<file path="src/rtl/logic_unit_arbiter.sv">
// Two-requester round-robin arbiter in front of a shared bitwise logic unit.
// The result sits in a single-entry valid/ready output register.
module logic_unit_arbiter #(
    parameter int unsigned WIDTH = 32
) (
    input  logic             clk_i,
    input  logic             rst_i,
    input  logic             req0_valid_i,
    output logic             req0_ready_o,
    input  logic [1:0]       req0_op_i,
    input  logic [WIDTH-1:0] req0_a_i,
    input  logic [WIDTH-1:0] req0_b_i,
    input  logic             req1_valid_i,
    output logic             req1_ready_o,
    input  logic [1:0]       req1_op_i,
    input  logic [WIDTH-1:0] req1_a_i,
    input  logic [WIDTH-1:0] req1_b_i,
    output logic             rsp_valid_o,
    input  logic             rsp_ready_i,
    output logic             rsp_id_o,
    output logic [WIDTH-1:0] rsp_data_o
);

    typedef enum logic [1:0] {
        OP_AND  = 2'b00,
        OP_OR   = 2'b01,
        OP_XOR  = 2'b10,
        OP_ANDN = 2'b11
    } op_e;

    typedef enum logic {
        EMPTY = 1'b0,
        FULL  = 1'b1
    } state_e;

    state_e           state_q, state_d;
    logic             last_grant_q, last_grant_d;
    logic             id_q, id_d;
    logic [WIDTH-1:0] data_q, data_d;

    logic             can_accept;
    logic             gnt0, gnt1, gnt_any;
    logic [1:0]       sel_op;
    logic [WIDTH-1:0] sel_a, sel_b, result;

    // The register can take a new result when empty or when being drained now.
    assign can_accept = (state_q == EMPTY) || rsp_ready_i;

    // Round-robin grant: on contention, the requester not granted last time wins.
    always_comb begin
        gnt0 = 1'b0;
        gnt1 = 1'b0;
        if (!rst_i && can_accept) begin
            if (req0_valid_i && req1_valid_i) begin
                if (last_grant_q) begin
                    gnt0 = 1'b1;
                end else begin
                    gnt1 = 1'b1;
                end
            end else if (req0_valid_i) begin
                gnt0 = 1'b1;
            end else if (req1_valid_i) begin
                gnt1 = 1'b1;
            end
        end
    end

    assign gnt_any = gnt0 || gnt1;

    // Operand mux follows the grant; requester 0 is the idle default.
    always_comb begin
        sel_op = req0_op_i;
        sel_a  = req0_a_i;
        sel_b  = req0_b_i;
        if (gnt1) begin
            sel_op = req1_op_i;
            sel_a  = req1_a_i;
            sel_b  = req1_b_i;
        end
    end

    always_comb begin
        result = '0;
        case (op_e'(sel_op))
            OP_AND:  result = sel_a & sel_b;
            OP_OR:   result = sel_a | sel_b;
            OP_XOR:  result = sel_a ^ sel_b;
            OP_ANDN: result = sel_a & ~sel_b;
            default: result = '0;
        endcase
    end

    // Next-state: a grant always (re)fills; a drain with no grant empties.
    always_comb begin
        state_d      = state_q;
        last_grant_d = last_grant_q;
        id_d         = id_q;
        data_d       = data_q;
        if (gnt_any) begin
            state_d      = FULL;
            last_grant_d = gnt1;
            id_d         = gnt1;
            data_d       = result;
        end else if ((state_q == FULL) && rsp_ready_i) begin
            state_d = EMPTY;
        end
    end

    always_ff @(posedge clk_i) begin
        if (rst_i) begin
            state_q      <= EMPTY;
            last_grant_q <= 1'b1;
            id_q         <= 1'b0;
            data_q       <= '0;
        end else begin
            state_q      <= state_d;
            last_grant_q <= last_grant_d;
            id_q         <= id_d;
            data_q       <= data_d;
        end
    end

    assign req0_ready_o = gnt0;
    assign req1_ready_o = gnt1;
    assign rsp_valid_o  = (state_q == FULL);
    assign rsp_id_o     = id_q;
    assign rsp_data_o   = data_q;

endmodule

</file>
<file path="config.mk">
export PLATFORM = sky130hd
export DESIGN_NAME = logic_unit_arbiter
export DESIGN_NICKNAME = d
export VERILOG_FILES = /design/src/rtl/logic_unit_arbiter.sv
export SDC_FILE = /design/constraint.sdc
export NUM_CORES = 1
export LEC_CHECK = 0
export ABC_AREA = 1
export BUFFER_PORTS_ARGS = -buffer_cell sky130_fd_sc_hd__buf_2
export CORE_MARGIN = 4
export CORE_UTILIZATION = 40
export CTS_BUF_LIST = sky130_fd_sc_hd__clkbuf_4
export CTS_CLUSTER_SIZE = 8
export DETAILED_ROUTE_END_ITERATION = 6
export GPL_TIMING_DRIVEN = 0
export PLACE_DENSITY = 0.67
export SKIP_CTS_REPAIR_TIMING = 1
export SYNTH_ARGS = -nofsm -noshare
export SYNTH_HDL_FRONTEND = slang
export SYNTH_SLANG_ARGS = --single-unit
</file>
<file path="constraint.sdc">
create_clock -name clk_i -period 3.9 [get_ports clk_i]
set_input_delay 0.975 -clock clk_i [delete_from_list [all_inputs] [get_ports clk_i]]
set_output_delay 0.975 -clock clk_i [all_outputs]
set_load 0.01 [all_outputs]
</file>
* Word level (Yosys, flattened, before mapping) *
Cells that the tools add are included.

word-level totals
  output and inout bits = 36
  logic and storage cells = 36
  flip-flop bits (word level) = 35
  bits of input ports = 137

cells by class
  equality and inequality tests = 3
  reduce and logical (&&, ||, !) cells = 8
  bitwise operators = 6
  muxes and demuxes = 15

operator list
  operator                                       number
  case mux 32 bit (4 select lines)               1
  bitwise AND 32 bit                             2
  2-to-1 mux 32 bit                              2
  NOT 32 bit                                     1
  bitwise OR 32 bit                              1
  bitwise XOR 32 bit                             1
  2-to-1 mux 1 bit                               11
  == test 2 bit, second input constant           2
  logical AND 1 bit                              3
  == test 2 x 1 -> 1 bit, second input constant  1
  logical NOT 2 bit                              1
  logical OR 1 bit                               2
  2-to-1 mux 2 bit                               1
  nonzero test 2 bit                             1
  logical NOT 1 bit                              1
  NOT 1 bit                                      1

* Depth between registers and ports, before layout *
Gate-level depths: netlist of run 1.

  depth after elaboration = 8
  gate-level depth with buffers = 16
  gate-level depth less buffers = 13

* Worst setup path before layout of run 1 *
Ideal clock, no wire load.

  kind = input to register
  from = in req1_valid_i
  to = reg data_q[0] (netlist: rsp_data_o[0])
  data required time = 3781 ps
  setup slack = 867 ps
  stages = 13
  setup time = 119 ps
  arrival = 2914 ps
  path buffers = 4
  path through = inv_1 > a21oi_2 > nand2_1 > buf_2 > buf_2 > o21ai_0 > ha_1 > clkbuf_1 > inv_1 > clkbuf_1 > nor2_1 > nand2_1 > a21oi_1

on the way
  longest elaborated chain between the ends = 8
  elaborated cells on any way between the ends = 21
  those cells by class = 3 x eq/ne; 10 x mux; 5 x bitwise; 3 x reduce/logical

RTL lines
  item                              line  RTL
  start: declaration                13    input logic req1_valid_i,
  2-to-1 mux 1 bit                  62    end else if (req1_valid_i) begin
  2-to-1 mux 1 bit                  60    end else if (req0_valid_i) begin
  2-to-1 mux 1 bit                  54    if (req0_valid_i && req1_valid_i) begin
  2-to-1 mux 1 bit                  53    if (!rst_i && can_accept) begin
  2-to-1 mux 32 bit                 75    if (gnt1) begin
  NOT 32 bit                        88    OP_ANDN: result = sel_a & ~sel_b;
  bitwise AND 32 bit                88
  case mux 32 bit (4 select lines)  84    case (op_e'(sel_op))
  end signal: assignment            119   data_q <= data_d;
  end: declaration                  39    logic [WIDTH-1:0] data_q, data_d;

Parallel ways exist; a longest one is shown, timed or not.
A chain may end at the register's enable or synchronous reset.

* Final worst setup path of run 1 *
  from = in req0_valid_i
  to = reg data_q[23] (netlist: rsp_data_o[23])

on the way
  longest elaborated chain between the ends = 7
  elaborated cells on any way between the ends = 21
  those cells by class = 3 x eq/ne; 10 x mux; 5 x bitwise; 3 x reduce/logical

RTL lines
  item                                                          line    RTL
  start: declaration                                            8       input logic req0_valid_i,
  2-to-1 mux 1 bit / logical AND 1 bit (equally long branches)  60, 54
  2-to-1 mux 1 bit                                              54
  2-to-1 mux 1 bit                                              53
  2-to-1 mux 32 bit                                             75
  NOT 32 bit                                                    88
  bitwise AND 32 bit                                            88
  case mux 32 bit (4 select lines)                              84

Parallel ways exist; a longest one is shown, timed or not.

==> results of run 1 <==
-- worst max-delay path: cells and delay by family --
| family | cells | cell delay [ns] |
|---|---|---|
| compound gates | 3 | 0.81 |
| fa+ha+maj | 1 | 0.32 |
| buf+inv | 6 | 1.39 |
| simple gates | 3 | 0.36 |
-- metal layers --
metal / global-route usage, % / up-vias / wire [um]
li1: - / 3150 / -
met4: 8.12 / 0 / 334
met2: 47.7 / 266 / 8570
met5: 0 / - / 0
met3: 4.09 / 26 / 1520
met1: 31.4 / 2711 / 7290
-- synthesized netlist by cell type --
master,count
a21oi_1,66
a21oi_2,1
a21oi_4,1
buf_1,1
buf_2,19
clkbuf_1,40
dfxtp_1,35
ha_1,35
inv_1,136
inv_2,2
nand2_1,294
nand3_1,129
nand3b_1,32
nor2_1,66
o21ai_0,32
o21ai_1,2
o21ai_2,1
or2_2,1
-- registers in the layout, summed over array words and instances, names as in the netlist --
register      flops
rsp_data_o       32
rsp_id_o          1
last_grant_q      1
rsp_valid_o       1
-- kinds of logic after synthesis --
family / share of synthesized area (%)
AO/OA/AOI/OAI: 11.4
AND/OR/NAND/NOR: 47.9
adder cells (fa/ha/maj): 9.35
flip-flops: 15.0
buffers and inverters: 16.4
-- how the worst max path moves through the flow --
| stage | start | end | slack [ns] | cells after the start |
|---|---|---|---|---|
| 2_1_floorplan | req1_valid_i | rsp_data_o[0]$_SDFFE_PP0P_ | 0.87 | 13 |
| 3_3_place_gp | req0_valid_i | rsp_data_o[24]$_SDFFE_PP0P_ | -0.01 | 15 |
| 3_5_place_dp | req0_valid_i | rsp_data_o[4]$_SDFFE_PP0P_ | -0.05 | 13 |
| 4_1_cts | req0_valid_i | rsp_data_o[26]$_SDFFE_PP0P_ | 0.36 | 13 |
| 5_1_grt | req1_valid_i | rsp_data_o[24]$_SDFFE_PP0P_ | 0.07 | 16 |
| 6_report | req0_valid_i | rsp_data_o[23]$_SDFFE_PP0P_ | 0.32 | 13 |
-- layout by cell type, fill, tap and decap left out --
master | Yosys | routed
clkinv_2 | 0 | 1
clkinv_1 | 0 | 1
bufinv_16 | 0 | 1
a21oi_2 | 1 | 1
ha_1 | 35 | 35
o21ai_2 | 1 | 1
or2_2 | 1 | 1
o21ai_0 | 32 | 32
inv_2 | 2 | 2
nand2_1 | 294 | 294
clkbuf_1 | 40 | 40
nor2_1 | 66 | 66
buf_1 | 1 | 1
dfxtp_1 | 35 | 35
o21ai_1 | 2 | 2
inv_1 | 136 | 136
a21oi_4 | 1 | 1
nand3b_1 | 32 | 32
buf_2 | 19 | 191
nand3_1 | 129 | 129
a21oi_1 | 66 | 66
clkbuf_4 | 0 | 5
-- metrics by stage --
step / total power [mW] / TNS (ns)
floorplan: 0.876 / 0
global placement: 1.13 / -0.0187
detailed placement: 1.14 / -0.957
CTS: 1.43 / 0
global route: 1.55 / 0
finish: 1.42 / 0
-- power groups by stage --
stage / Sequential (mW) / Clock [mW] / Combinational (mW)
2_1_floorplan: 0.437 / 0 / 0.439
3_3_place_gp: 0.422 / 0 / 0.709
3_5_place_dp: 0.422 / 0 / 0.716
4_1_cts: 0.414 / 0.292 / 0.720
5_1_grt: 0.419 / 0.302 / 0.825
6_report: 0.414 / 0.284 / 0.723
-- cell type report --
class	count	area (um2)
tap	143	179
fill	1308	5620
buffer	60	249
sequential	35	701
timing repair buffer	172	861
clock inverter	3	38.8
clock buffer	5	37.5
inverter	138	518
multi-input combinational	660	3220
==> impl_metrics.csv, run 1 <==
group,metric,value,unit
sta,skew,0.00413,ns
power_and_ir_drop,p_sw,0.634,mW
clock_network,insertion_delay,0.38,ns
drt,drt_iter0_markers,422,
floorplanning,dieArea,13500,um2
setup_path,path_common_cell,"buf_2",
setup_path,arrival,3.85,ns
sta,fmax,0.279,GHz
finish,antennaDiodeCount,0,
sta,drv_slew,0,
power_and_ir_drop,switching_share,44.6,%
synth,synth.area.top_cells,"nand2_1, dfxtp_1, nand3_1, inv_1, ha_1",
synth,syn-instance-count,893,
floorplanning,core_area,11400,um2
floorplanning,io_pins,173,
clock_network,numCtsBuffers,5,
clock_network,clk_pin_slew,0.13,ns
clock_network,h-tree-depth,2,
setup_path,worstSetupPathType,"input pin to flip-flop",
floorplanning,placementRows,39,
flow_run,drv_cap,0,
drt,antenna_left,0,
setup_path,slowest_delay,0.51,ns
global_route,antenna_found_initial,0,
drt,route.detailed.drc,0,
sta,rsz0062_at_grt,"no",
finish,post-route-util,50.8,%
run_status,status,"completed",
place,port_buffers,172,
floorplanning,start_util,41.0,%
synth,syn-num-nets,1065,
clock_network,clockRootBuffer,"clkbuf_4",
setup_path,cp-start-kind,"input pin",
place,dp_cells,1208,
sta,fin_crit_sh,91.8,%
worst_hold_path,hold-path-cell-count,2,
global_route,grt_pass1_vias,5931,
sta,worst_slack,0.321,ns
power_and_ir_drop,combPwrFrac,50.9,%
finish,drive_gt1_share,19.0,%
worst_hold_path,hp-class,"flip-flop to flip-flop",
synth,synth_seq_cells,35,
sta,whs,0.473,ns
floorplanning,dieWidth,116,um
synth,ys_types,18,
clock_network,cts_tree,"done",
setup_path,cp_max_fo,10,
setup_path,r2r_slack,0.67,ns
setup_path,endpoint_kind,"flip-flop",
drt,drt_pass1_iterations,5,
finish,area_growth,23.8,%
sta,min_period,3.58,ns
worst_hold_path,hp-start,"rsp_id_o$_SDFFE_PP0P_",
finish,design_area,5800,um2
power_and_ir_drop,p_leak,3.50,nW
clock_network,clkSinkCount,35,
drt,wl_per_cell,14.6,um
synth,yosysWarnings,0,
setup_path,critPathSlowestCell,"clkbuf_1",
finish,finalNonFillerCells,1216,
sta,maxSlewHeadroom,55.5,%
drt,vias,6153,
setup_path,r2r_cells,12,
synth,ys_seq_area_share,15.0,%
setup_path,r2r_start,"rsp_valid_o$_SDFFE_PP0P_",
power_and_ir_drop,p_clk_share,20.0,%
synth,syn-cell-area,4680,um2
setup_path,crit_chain,"buf_2, a21oi_2, nand2_1, buf_2, buf_2, o21ai_0, ha_1, clkbuf_1, inv_1, clkbuf_1, nor2_1, nand2_1, a21oi_1",
synth,synth_top_area_share,23.6,%
worst_hold_path,hold_path_end,"rsp_id_o$_SDFFE_PP0P_",
sta,setup_viol,0,
sta,tightest_slew,0.667,ns
synth,syn_area_per_cell,5.24,um2
power_and_ir_drop,vdd_drop_max,0.108,mV
setup_path,required,4.18,ns
power_and_ir_drop,power_density,245,nW/um2
global_route,grt_use_total,26.1,%
synth,synth_top_area_cell,"nand2_1",
clock_network,clockBufferDepth,2,
global_route,grt_first_pass_wirelength,27900,um
place,hpwlAfterDp,13100,um
floorplanning,die_y,116,um
finish,fin_nets,1244,
drt,vias_per_cell,5.06,
power_and_ir_drop,power_frac_seq,29.2,%
global_route,grt_max_degree,12,
place,placed_area,5720,um2
power_and_ir_drop,p_int,0.787,mW
drt,wirelength,17700,um
place,preCtsSetupSlack,-0.0469,ns
setup_path,r2r_end,"rsp_data_o[23]$_SDFFE_PP0P_",
sta,hold_violations,0,
global_route,overflow,0,
place,gp_congestion,0.868,
Power figures use the tool's default switching activity.
==> inputs of run 2 (changes only) <==
--- a/config.mk
+++ b/config.mk
@@ -13,7 +13,7 @@
 export CTS_CLUSTER_SIZE = 8
 export DETAILED_ROUTE_END_ITERATION = 6
 export GPL_TIMING_DRIVEN = 0
-export PLACE_DENSITY = 0.67
+export PLACE_DENSITY_LB_ADDON = 0.3
 export SKIP_CTS_REPAIR_TIMING = 1
 export SYNTH_ARGS = -nofsm -noshare
 export SYNTH_HDL_FRONTEND = slang
==> run 2 against run 1 <==
Net effect:
- non-clock buffer count unchanged
- core utilization decreased by 0.19 points
- total power decreased by 4.3%
- wire length about the same
==> impl_metrics.csv, run 2 (synthesis results as in run 1) <==
group,metric,value,unit
setup_path,r2r_slack,0.69,ns
sta,rsz0062_at_grt,"no",
global_route,antenna_found_initial,0,
finish,final_cell_mix,"nand2_1, buf_2, inv_1",
power_and_ir_drop,p_int,0.730,mW
drt,antenna_left,0,
global_route,overflow,0,
power_and_ir_drop,p_leak,3.49,nW
finish,area_growth,23.4,%
setup_path,r2r_start,"last_grant_q$_SDFFE_PP1P_",
clock_network,clk_pin_slew,0.13,ns
sta,setup-tns-final,0,ns
floorplanning,core_area,11400,um2
power_and_ir_drop,power_frac_seq,30.6,%
setup_path,r2r_cells,12,
setup_path,cp-start-kind,"input pin",
worst_hold_path,hold_path_end,"rsp_id_o$_SDFFE_PP0P_",
drt,drt_pass1_iterations,6,
worst_hold_path,hp-start,"rsp_id_o$_SDFFE_PP0P_",
clock_network,h-tree-depth,2,
power_and_ir_drop,switching_share,46.3,%
sta,fmax,0.281,GHz
place,port_buffers,172,
power_and_ir_drop,combPwrFrac,53.4,%
sta,min_period,3.56,ns
setup_path,cp_max_fo,10,
sta,drv_slew,0,
sta,maxSlewHeadroom,54.9,%
drt,vias_per_cell,5.02,
finish,fill_cells,1321,
sta,fin_crit_sh,91.4,%
clock_network,insertion_delay,0.37,ns
global_route,grt_first_pass_wirelength,27600,um
global_route,grt_max_degree,11,
setup_path,worstSetupPathType,"input pin to flip-flop",
clock_network,clkSinkCount,35,
sta,hold_violations,0,
setup_path,endpoint_kind,"flip-flop",
worst_hold_path,hp-class,"flip-flop to flip-flop",
power_and_ir_drop,p_clk_share,16.1,%
drt,wirelength,17700,um
power_and_ir_drop,power_density,235,nW/um2
floorplanning,dieWidth,116,um
floorplanning,io_pins,173,
finish,largest_reg_flops,32,
drt,drt_iter0_markers,510,
clock_network,cts_tree,"done",
setup_path,critPathLaunch,"req0_valid_i",
finish,fin_nets,1244,
global_route,grt_pass1_vias,5732,
clock_network,clockBufferDepth,2,
power_and_ir_drop,totalPowerFinal,1.36,mW
place,gp_congestion,0.894,
sta,skew,0.0177,ns
floorplanning,start_util,41.0,%
power_and_ir_drop,vdd_drop_max,0.130,mV
floorplanning,dieArea,13500,um2
floorplanning,die_y,116,um
flow_run,drv_cap,0,
setup_path,arrival,3.83,ns
finish,layout_commonest_cell,"nand2_1",
place,hpwlAfterDp,13200,um
floorplanning,placementRows,39,
setup_path,r2r_end,"rsp_data_o[25]$_SDFFE_PP0P_",
power_and_ir_drop,p_sw,0.630,mW
finish,drive_gt1_share,18.9,%
sta,tightest_slew,0.676,ns
drt,wl_per_cell,14.6,um
worst_hold_path,hold-path-cell-count,2,
sta,setup_viol,0,
drt,route.detailed.drc,0,
clock_network,clockRootBuffer,"clkbuf_4",
global_route,grt_use_total,25.8,%
setup_path,required,4.17,ns
clock_network,numCtsBuffers,5,
run_status,status,"completed",
drt,vias,6107,
[run 2: area by class of cell]
cell class | instances | area, um2 | area share, %
Tap cell | 143 | 179 | 3.10
Buffer | 60 | 249 | 4.31
Clock inverter | 2 | 7.51 | 0.130
Antenna cell | 1 | 2.50 | 0.0433
Timing Repair Buffer | 172 | 861 | 14.9
Clock buffer | 6 | 45.0 | 0.780
Multi-Input combinational cell | 660 | 3220 | 55.7
Inverter | 138 | 518 | 8.96
Sequential cell | 35 | 701 | 12.1
[run 2: per-stage QoR]
stage	std cells	area [um2]	worst slack [ns]	hold slack (ns)	utilization [%]
final	1217	5780	0.337	0.483	50.6
after global routing	1216	5780	0.0342	0.530	50.6
after CTS	1216	5780	0.353	0.487	50.6
after detailed placement	1208	5720	-0.0271	0.470	50.1
after global placement	1208	5720	0.00807	0.449	50.1
after floorplan	893	4680	0.867	0.471	-
[run 2: worst max-delay path, stage by stage]
cell      delay, ns
buf_2          0.11
a21oi_2        0.29
nand2_1        0.16
buf_2          0.22
buf_2          0.22
o21ai_0        0.42
ha_1           0.31
clkbuf_1       0.16
inv_1          0.16
clkbuf_1       0.54
nor2_1         0.11
nand2_1        0.10
a21oi_1        0.06
[run 2: worst max-delay path by stage]
stage	to	slack, ns
5_1_grt	rsp_data_o[9]$_SDFFE_PP0P_	0.03
2_1_floorplan	rsp_data_o[0]$_SDFFE_PP0P_	0.87
3_3_place_gp	rsp_data_o[25]$_SDFFE_PP0P_	0.008
3_5_place_dp	rsp_data_o[1]$_SDFFE_PP0P_	-0.03
6_report	rsp_data_o[25]$_SDFFE_PP0P_	0.34
4_1_cts	rsp_data_o[1]$_SDFFE_PP0P_	0.35
[run 2: layer usage]
metal,part of all wire [%],vias to the layer above,global-route usage [%],routed length (um)
met5,0,-,0,0
met4,1.8,0,7.27,318
met3,9.0,28,4.40,1590
met2,47,278,45.4,8410
met1,42,2650,32.5,7400
li1,-,3151,-,-
[run 2: power by group through the flow]
| stage | clock [mW] | combinational (mW) | sequential [mW] |
|---|---|---|---|
| floorplan | 0 | 0.439 | 0.437 |
| global placement | 0 | 0.706 | 0.423 |
| detailed placement | 0 | 0.718 | 0.422 |
| CTS | 0.219 | 0.721 | 0.415 |
| global route | 0.235 | 0.823 | 0.420 |
| finish | 0.219 | 0.726 | 0.416 |
==> inputs of run 3 (changes only) <==
--- a/config.mk
+++ b/config.mk
@@ -12,9 +12,9 @@
 export CTS_BUF_LIST = sky130_fd_sc_hd__clkbuf_4
 export CTS_CLUSTER_SIZE = 8
 export DETAILED_ROUTE_END_ITERATION = 6
-export GPL_TIMING_DRIVEN = 0
 export PLACE_DENSITY_LB_ADDON = 0.3
 export SKIP_CTS_REPAIR_TIMING = 1
+export SLEW_MARGIN = 0
 export SYNTH_ARGS = -nofsm -noshare
 export SYNTH_HDL_FRONTEND = slang
 export SYNTH_SLANG_ARGS = --single-unit
==> run 3 against run 2 <==
Net effect:
- total power decreased by 3.6%
- hold slack got worse by 0.0042 ns
- critical path depth decreased by 3
- register-to-register slack improved by 0.76 ns
- sequential share of layout area increased by 0.29 points
- largest power group unchanged
- clock-buffer cell count increased by 1
- critical path type unchanged
- combinational power decreased by 6.5%
- clock skew decreased by 0.014 ns
- via count decreased by 5.4%
==> impl_metrics.csv, run 3 (synthesis results as in run 1) <==
group,metric,value,unit
run_status,status,"completed",
clock_network,h-tree-depth,2,
clock_network,numCtsBuffers,5,
worst_hold_path,hold-path-cell-count,2,
finish,fin_nets,1197,
global_route,grt_pass1_vias,5212,
setup_path,worstSetupPathType,"input pin to flip-flop",
clock_network,clockBufferDepth,2,
drt,route.detailed.drc,0,
place,gp_congestion,0.773,
setup_path,r2r_cells,9,
finish,post-route-util,49.4,%
floorplanning,core_area,11400,um2
finish,final_cell_mix,"nand2_1, buf_2, inv_1",
sta,maxSlewHeadroom,32.7,%
worst_hold_path,hp-class,"flip-flop to flip-flop",
floorplanning,die_y,116,um
clock_network,clockRootBuffer,"clkbuf_4",
setup_path,r2r_start,"rsp_valid_o$_SDFFE_PP0P_",
global_route,antenna_found_initial,0,
floorplanning,dieWidth,116,um
sta,skew,0.00325,ns
setup_path,cp_max_fo,20,
setup_path,cp-start-kind,"input pin",
finish,multi_input_area,3230,um2
finish,drive_gt1_share,19.5,%
finish,finalNonFillerCells,1169,
drt,wl_per_cell,12.6,um
floorplanning,dieArea,13500,um2
place,port_buffers,172,
sta,setup-tns-final,0,ns
sta,hold_violations,0,
sta,fmax,0.357,GHz
global_route,grt_use_total,22.2,%
drt,vias_per_cell,4.94,
drt,vias,5778,
global_route,overflow,0,
floorplanning,io_pins,173,
sta,rsz0062_at_grt,"no",
finish,fill_cells,1300,
clock_network,insertion_delay,0.34,ns
power_and_ir_drop,power_density,232,nW/um2
finish,area_growth,20.5,%
floorplanning,start_util,41.0,%
power_and_ir_drop,vdd_drop_max,0.132,mV
place,dp_cells,1161,
setup_path,r2r_slack,1.45,ns
worst_hold_path,hp-start,"rsp_id_o$_SDFFE_PP0P_",
drt,drt_pass1_iterations,5,
global_route,grt_first_pass_wirelength,24500,um
drt,antenna_left,0,
setup_path,required,4.18,ns
clock_network,cts_tree,"done",
flow_run,drv_cap,0,
finish,antennaDiodeCount,0,
floorplanning,placementRows,39,
sta,fin_crit_sh,71.9,%
drt,wirelength,14700,um
drt,drt_iter0_markers,355,
sta,drv_slew,0,
power_and_ir_drop,p_leak,3.45,nW
finish,largest_reg_flops,32,
clock_network,clkSinkCount,35,
clock_network,clk_pin_slew,0.11,ns
global_route,grt_max_degree,97,
worst_hold_path,hold_path_end,"rsp_id_o$_SDFFE_PP0P_",
sta,min_period,2.80,ns
setup_path,arrival,3.09,ns
sta,whs,0.478,ns
sta,tightest_slew,1.01,ns
finish,layout_commonest_cell,"nand2_1",
sta,setup_viol,0,
finish,seq_area,701,um2
place,hpwlAfterDp,10100,um
setup_path,r2r_end,"rsp_data_o[23]$_SDFFE_PP0P_",
setup_path,endpoint_kind,"flip-flop",
## run 3: cell types whose count changed in the layout (fill, tap and decap cells not counted)
cell	previous run	this run
clkbuf_4	6	7
a21oi_2	1	0
clkinv_1	2	0
a21oi_4	1	2
clkbuf_1	40	0
nand2_4	0	1
clkinv_2	0	1
buf_4	0	13
buf_2	191	172
buf_1	1	0
diode_2	1	0
nand2_1	294	293
## run 3: stage by stage
stage          area (um2)  setup slack, ns  power [mW]
2_1_floorplan        4680            0.867       0.876
3_3_place_gp         5590            0.788        1.10
3_5_place_dp         5590            0.745        1.10
4_1_cts              5640             1.13        1.33
5_1_grt              5640            0.811        1.45
6_report             5640             1.10        1.31
## run 3: worst max-delay path, stage by stage
cell and delay [ns]:
buf_2 0.13, a21oi_4 0.16, nand2_4 0.17, o21ai_0 0.47, ha_1 0.44, buf_4 0.28, nand2_1 0.08, a21oi_1 0.15
nor2_1 0.06, a21oi_1 0.15
## run 3: routing by layer
metal  global-route usage (%)  up-vias  part of all wire (%)
met3                     4.61       16                   8.8
met5                        0        -                     0
met1                     28.7     2492                    45
met4                     4.72        0                   1.1
met2                     38.1      217                    45
li1                         -     3053                     -
## run 3: worst max-delay path by stage
stage,startpoint,endpoint,slack (ns)
final,rst_i,rsp_data_o[23]$_SDFFE_PP0P_,1.10
after detailed placement,req0_valid_i,rsp_data_o[23]$_SDFFE_PP0P_,0.75
after global routing,req1_valid_i,rsp_data_o[27]$_SDFFE_PP0P_,0.81
after floorplan,req1_valid_i,rsp_data_o[0]$_SDFFE_PP0P_,0.87
after global placement,req0_valid_i,rsp_data_o[12]$_SDFFE_PP0P_,0.79
after CTS,rst_i,rsp_data_o[23]$_SDFFE_PP0P_,1.13
## run 3: final cells by class
cell class	instances	area share, %
inverters	138	9.18
clock inverters	1	0.0887
flip-flops and latches	35	12.4
well taps	143	3.17
clock buffers	7	0.931
multi-input cells	660	57.2
repair buffers	185	17.0
## run 3: power breakdown
| part | total, mW | internal [mW] | leakage [nW] | switching (mW) |
|---|---|---|---|---|
| clock | 0.216 | 0.0843 | 0.0361 | 0.132 |
| combinational | 0.679 | 0.255 | 3.12 | 0.424 |
| sequential | 0.417 | 0.395 | 0.289 | 0.0216 |
